## src/rtl/ddr3_iod_ctrl_pkg.sv

```systemverilog
// Shared types and constants for the DDR3 IOD output delay-line sequencer.
package ddr3_iod_ctrl_pkg;

    // Command opcodes as carried on CMD_OP.
    typedef enum logic [1:0] {
        OP_LOAD = 2'b00,
        OP_INC  = 2'b01,
        OP_DEC  = 2'b10,
        OP_RSVD = 2'b11
    } op_t;

    // Sequencer states.
    typedef enum logic [2:0] {
        ST_INIT,
        ST_LOAD,
        ST_DIR_SETUP,
        ST_MOVE,
        ST_SETTLE,
        ST_DONE,
        ST_IDLE
    } state_t;

    // Idle cycles after each MOVE pulse unless overridden (legal 1..15).
    localparam int unsigned DEF_SETTLE_CYCLES = 4;

    // Width of the settle timer; covers the full 1..15 settle range.
    localparam int unsigned SETTLE_W = 4;

endpackage

```

## src/rtl/ddr3_iod_step_timer.sv

```systemverilog
// Loadable down-counter with a terminal-count flag; spaces MOVE pulses.
module ddr3_iod_step_timer #(
    parameter int unsigned W = 4
) (
    input  logic         clk,
    input  logic         rst_n,
    input  logic         load,
    input  logic [W-1:0] load_val,
    output logic         tc
);

    logic [W-1:0] count_q;

    // Count down from the loaded value and park at zero.
    // NOTE: sequential state uses non-blocking (<=) so every flop samples pre-edge values.
    always_ff @(posedge clk or negedge rst_n) begin
        if (!rst_n) begin
            count_q <= '0;
        end else if (load) begin
            count_q <= load_val;
        end else if (count_q != '0) begin
            count_q <= count_q - W'(1);
        end
    end

    assign tc = (count_q == '0);

endmodule

```

## src/rtl/ddr3_iod_delay_ctrl.sv

```systemverilog
// Sequencer for one DDR3 PHY output IOD dynamic delay line: load/inc/dec
// commands in, spaced LOAD/MOVE/DIRECTION strobes out, tap position tracked.
module ddr3_iod_delay_ctrl
    import ddr3_iod_ctrl_pkg::*;
#(
    parameter int unsigned TAP_W         = 8,
    parameter int unsigned TAP_INIT      = 1,
    parameter int unsigned MAX_TAP       = 255,
    parameter int unsigned SETTLE_CYCLES = DEF_SETTLE_CYCLES
) (
    input  logic             FAB_CLK,
    input  logic             ARST_N,
    input  logic             CMD_VALID,
    output logic             CMD_READY,
    input  logic [1:0]       CMD_OP,
    input  logic [TAP_W-1:0] CMD_STEPS,
    output logic             DONE,
    output logic             BUSY,
    output logic [TAP_W-1:0] TAP_POS,
    output logic             ERR_OOR,
    input  logic             ERR_CLR,
    output logic             DELAY_LINE_LOAD,
    output logic             DELAY_LINE_MOVE,
    output logic             DELAY_LINE_DIRECTION,
    input  logic             DELAY_LINE_OUT_OF_RANGE
);

    localparam logic [TAP_W-1:0]    TAP_INIT_V   = TAP_W'(TAP_INIT);
    localparam logic [TAP_W-1:0]    MAX_TAP_V    = TAP_W'(MAX_TAP);
    localparam logic [SETTLE_W-1:0] SETTLE_RELOAD = SETTLE_W'(SETTLE_CYCLES - 1);

    state_t            state_q, state_next;
    op_t               op;
    logic              accept;
    logic              cmd_is_move;
    logic              at_bound;
    logic              move_ok;
    logic              set_err;
    logic              settle_tc;
    logic              dir_q;
    logic              err_q;
    logic              pwr_up_q;
    logic [TAP_W-1:0]  tap_q;
    logic [TAP_W-1:0]  remaining_q;

    assign op          = op_t'(CMD_OP);
    assign accept      = CMD_VALID && (state_q == ST_IDLE);
    assign cmd_is_move = ((op == OP_INC) || (op == OP_DEC)) && (CMD_STEPS != '0);
    // A step that would leave the legal window is refused before it is issued.
    assign at_bound    = dir_q ? (tap_q == MAX_TAP_V) : (tap_q == '0);
    assign move_ok     = (state_q == ST_MOVE) && !at_bound;

    // Settle spacing: reloaded on every issued MOVE, flags the last SETTLE cycle.
    ddr3_iod_step_timer #(
        .W (SETTLE_W)
    ) u_settle_timer (
        .clk      (FAB_CLK),
        .rst_n    (ARST_N),
        .load     (move_ok),
        .load_val (SETTLE_RELOAD),
        .tc       (settle_tc)
    );

    // Next-state and abort decision.
    // NOTE: every always_comb output gets a default first so no latch is inferred.
    always_comb begin
        state_next = state_q;
        set_err    = 1'b0;
        case (state_q)
            ST_INIT:      state_next = ST_LOAD;
            ST_LOAD:      state_next = pwr_up_q ? ST_IDLE : ST_DONE;
            ST_IDLE: begin
                if (accept) begin
                    if (op == OP_LOAD)    state_next = ST_LOAD;
                    else if (cmd_is_move) state_next = ST_DIR_SETUP;
                    else                  state_next = ST_DONE;
                end
            end
            ST_DIR_SETUP: state_next = ST_MOVE;
            ST_MOVE: begin
                if (at_bound) begin
                    set_err    = 1'b1;
                    state_next = ST_DONE;
                end else begin
                    state_next = ST_SETTLE;
                end
            end
            ST_SETTLE: begin
                if (settle_tc) begin
                    if (DELAY_LINE_OUT_OF_RANGE) begin
                        set_err    = 1'b1;
                        state_next = ST_DONE;
                    end else if (remaining_q == '0) begin
                        state_next = ST_DONE;
                    end else begin
                        state_next = ST_MOVE;
                    end
                end
            end
            ST_DONE:      state_next = ST_IDLE;
            default:      state_next = ST_INIT;
        endcase
    end

    // State register and registered (glitch-free) strobes/status decoded from the next state.
    always_ff @(posedge FAB_CLK or negedge ARST_N) begin
        if (!ARST_N) begin
            state_q         <= ST_INIT;
            DELAY_LINE_LOAD <= 1'b0;
            DELAY_LINE_MOVE <= 1'b0;
            DONE            <= 1'b0;
            BUSY            <= 1'b1;
            CMD_READY       <= 1'b0;
        end else begin
            state_q         <= state_next;
            DELAY_LINE_LOAD <= (state_next == ST_LOAD);
            DELAY_LINE_MOVE <= (state_next == ST_MOVE) && !at_bound;
            DONE            <= (state_next == ST_DONE);
            BUSY            <= (state_next != ST_IDLE);
            CMD_READY       <= (state_next == ST_IDLE);
        end
    end

    // Command capture, step counting, tap tracking and the sticky error flag.
    always_ff @(posedge FAB_CLK or negedge ARST_N) begin
        if (!ARST_N) begin
            dir_q       <= 1'b0;
            remaining_q <= '0;
            tap_q       <= TAP_INIT_V;
            err_q       <= 1'b0;
            pwr_up_q    <= 1'b1;
        end else begin
            if (accept && cmd_is_move) begin
                dir_q       <= (op == OP_INC);
                remaining_q <= CMD_STEPS;
            end else if (move_ok) begin
                remaining_q <= remaining_q - TAP_W'(1);
            end

            if (state_q == ST_LOAD) begin
                tap_q <= TAP_INIT_V;
            end else if (move_ok) begin
                tap_q <= dir_q ? (tap_q + TAP_W'(1)) : (tap_q - TAP_W'(1));
            end

            // A new error outranks a simultaneous clear request.
            if (set_err) begin
                err_q <= 1'b1;
            end else if ((state_q == ST_LOAD) || ERR_CLR) begin
                err_q <= 1'b0;
            end

            if (state_q == ST_LOAD) begin
                pwr_up_q <= 1'b0;
            end
        end
    end

    assign TAP_POS              = tap_q;
    assign ERR_OOR              = err_q;
    assign DELAY_LINE_DIRECTION = dir_q;

endmodule
```

## config.mk

```make
export PLATFORM = sky130hd
export DESIGN_NAME = ddr3_iod_delay_ctrl
export DESIGN_NICKNAME = d
export VERILOG_FILES = /design/src/rtl/ddr3_iod_ctrl_pkg.sv /design/src/rtl/ddr3_iod_step_timer.sv /design/src/rtl/ddr3_iod_delay_ctrl.sv
export SDC_FILE = /design/constraint.sdc
export NUM_CORES = 1
export LEC_CHECK = 0
export ABC_CLOCK_PERIOD_IN_PS = 2700
export CORE_MARGIN = 4
export CORE_UTILIZATION = 35
export CTS_CLUSTER_DIAMETER = 30
export CTS_CLUSTER_SIZE = 10
export DETAILED_ROUTE_END_ITERATION = 7
export PLACE_DENSITY = 0.62
export SETUP_SLACK_MARGIN = 0.15
export SYNTH_ARGS = -nofsm -noshare
export SYNTH_HDL_FRONTEND = slang
export SYNTH_HIERARCHICAL = 1
export SYNTH_SLANG_ARGS = --single-unit
```

## constraint.sdc

```tcl
create_clock -name FAB_CLK -period 2.7 [get_ports FAB_CLK]
set_input_delay 0.54 -clock FAB_CLK [delete_from_list [all_inputs] [get_ports FAB_CLK]]
set_output_delay 0.54 -clock FAB_CLK [all_outputs]
set_load 0.01 [all_outputs]
```

==> impl_metrics.py <==
metrics = {
    "clock_tree": {
        "cts_tree": "built",
        "cts_setup_buffers": 0,
        "ctsResizeCount": 0,
        "cts_root_buf": "clkbuf_8",
        "clock_latency_ps": 280,
        "clkSlewWorstSetupHoldPaths_ps": 60,
        "ctsLongestPathBuffers": 2,
        "cts_buffers": 5,
        "ctsHoldBuffers": 0,
        "cts_sinks": 31,
        "cts.htree.levels": 2,
    },
    "setup_path": {
        "r2r_cells": 6,
        "critPathLaunchType": "primary input",
        "worstSetupPathType": "primary input to register",
        "critPathArrivalTime_ps": 2390,
        "r2r_end": "remaining_q[5]",
        "cp.required_ps": 2860,
        "end_kind": "register",
        "startpoint": "CMD_STEPS[4]",
        "r2r-start": "TAP_POS[3]",
        "r2r_slack_ps": 490,
        "crit_fanout": 5,
    },
    "finish": {
        "fin_util_pct": 44.8,
        "num-fill-cells": 566,
        "stdcell_area_um2": 2480,
        "nets": 277,
        "drive_above_1_share_pct": 11.1,
        "areaGrowthSynthToFinish_pct": 23.1,
        "diodes": 0,
    },
    "placed_design": {
        "dp_hpwl_mm": 3.38,
        "placed_cell_area_um2": 2390,
        "port_buffers": 29,
        "routabilityCongestion": 0.765,
        "dp_worst_setup_slack_ps": 168,
    },
    "global_routing": {
        "grt_max_degree": 32,
        "antenna_found_initial": 0,
        "grt_pass1_vias": 1662,
        "grt_usage_pct": 13.1,
        "grt_pass1_wl_mm": 7.66,
        "grt-ovfl-total": 0,
    },
    "synth": {
        "synth_ff_type": "dfrtp_1",
        "synthDistinctLibCells": 64,
        "synth_top_area_cell": "dfrtp_1",
        "syn_area_um2": 2020,
        "synthTopCellsByArea": "dfrtp_1 (35%), ha_1 (6.2%), nand2_1 (5.0%), dfstp_2 (3.9%), inv_1 (3.2%)",
        "netlist_top_cells_count": "dfrtp_1 (28), nand2_1 (27), inv_1 (17)",
        "yosys.area.top_type_share_pct": 34.7,
        "yosysSeqAreaShare_pct": 38.6,
        "post-synth-top-count-cell": "dfrtp_1",
        "syn_inst": 216,
        "synth_edf_count": 0,
        "yosysWarnings": 6,
        "synth.avg_cell_area_um2": 9.34,
        "async_flop_share_pct": 100,
        "ys_ff_latch": 31,
    },
    "sta": {
        "grt_setup_unrepaired": "no",
        "finalHoldViolCount": 0,
        "fmax_ghz": 0.450,
        "layout_setup_ws_ps": 477,
        "finalSetupTns_ps": 0,
        "period_share_pct": 82.3,
        "setup_violations": 0,
        "slew_headroom_pct": 47.4,
        "drv_slew": 0,
        "post-route-min-period_ps": 2220,
        "skew_ps": 1.53,
        "worst_slew_pin_slew_ps": 782,
    },
    "drt": {
        "routedWlPerCell_um": 13.6,
        "routed_wl_mm": 4.41,
        "ant_nets": 0,
        "drc": 0,
        "first_iter_violations": 62,
        "first_pass_iters": 4,
        "routed_via_density": 5.17,
        "via_count": 1675,
    },
    "floorplan": {
        "io_pins": 30,
        "rows": 27,
        "die_w_um": 83.9,
        "die_area_um2": 7040,
        "fp.dieH_um": 83.9,
        "start_util_pct": 36.4,
        "core_region_area_um2": 5540,
    },
    "min_path": {
        "whs_path_depth": 1,
        "min_to": "pwr_up_q",
        "hp-class": "register to register",
        "hp-start": "pwr_up_q",
    },
    "pwr": {
        "power.density_nw_per_um2": 1160,
        "p_leak_uw": 0.00105,
        "ir_worst_vdd_v": 0.000445,
    },
    "run_status": {
        "status": "complete, no violations",
    },
    "job": {
        "drv_cap": 0,
    },
}
[routing by layer]
| metal | track usage, % | wire, µm |
|---|---|---|
| met5 | 0 | 0 |
| met4 | 3.22 | 40 |
| met3 | 2.86 | 157 |
| met2 | 21.8 | 2120 |
| met1 | 17.4 | 2090 |
[final cells by class]
cell class                 instances  area (µm²)  area share (%)
multi-input combinational        161        1120            45.3
sequential                        31         779            31.4
timing repair buffer              34         328            13.2
tap                               72        90.1            3.63
clock buffer                       7        86.3            3.48
inverter                          18        70.1            2.82
clock inverter                     1        5.00           0.202
[how the worst max path moves through the flow]
stage                                end  slack (ps)  cells after the start
2_1_floorplan  u_settle_timer/count_q[1]         470                      8
3_3_place_gp             DELAY_LINE_MOVE         190                      6
3_5_place_dp             DELAY_LINE_MOVE         170                      6
4_1_cts                  DELAY_LINE_MOVE         460                      6
5_1_grt                   remaining_q[4]         380                      6
6_report                 DELAY_LINE_MOVE         480                      6
[power by group]
group,internal (µW),switching [µW]
sequential,675,225
combinational,784,833
clock,205,169
total,1660,1230
[sequential cells by signal, summed over array words and instances, names as in the netlist, 3 cells and up]
register / cells
remaining_q: 8
state_q: 3
u_settle_timer/count_q: 4
TAP_POS: 8
[critical path, stage by stage]
cell             delay (ps)
clkdlybuf4s50_1         410
or4_1                   600
o21ai_0                 200
o21ai_1                 100
a221o_1                 360
nor4b_2                 170
[placed cells by master (no fill, tap or decap), types with 3 or more instances in the layout]
| master | instances |
|---|---|
| o21ai_0 | 9 |
| o21ai_1 | 3 |
| dfstp_2 | 3 |
| xnor2_1 | 3 |
| nor3_1 | 9 |
| clkbuf_8 | 6 |
| nor2_1 | 11 |
| buf_4 | 5 |
| a21oi_1 | 8 |
| nor2b_1 | 5 |
| nand3_1 | 8 |
| nand2_1 | 27 |
| or4_1 | 3 |
| conb_1 | 4 |
| ha_1 | 10 |
| inv_1 | 17 |
| clkdlybuf4s50_1 | 29 |
| o211ai_1 | 5 |
| dfrtp_1 | 28 |
[through the flow]
step | power (µW) | hold WS [ps] | instances
after global placement | 2500 | 483 | 316
after detailed placement | 2530 | 487 | 316
after floorplan | 2050 | 244 | 218
after global routing | 3160 | 517 | 324
after CTS | 2920 | 494 | 324
final | 2890 | 497 | 324
[logic make-up after synthesis]
group / share of synthesized area [%]
buffers and inverters: 6.02
AOI/OAI and AO/OA: 21.5
and+or+nand+nor: 22.6
other: 0.372
muxes: 1.55
DFF: 38.6
xor gates and xnor gates: 2.17
adders and majority gates: 7.20
Power figures use the tool's default switching activity.
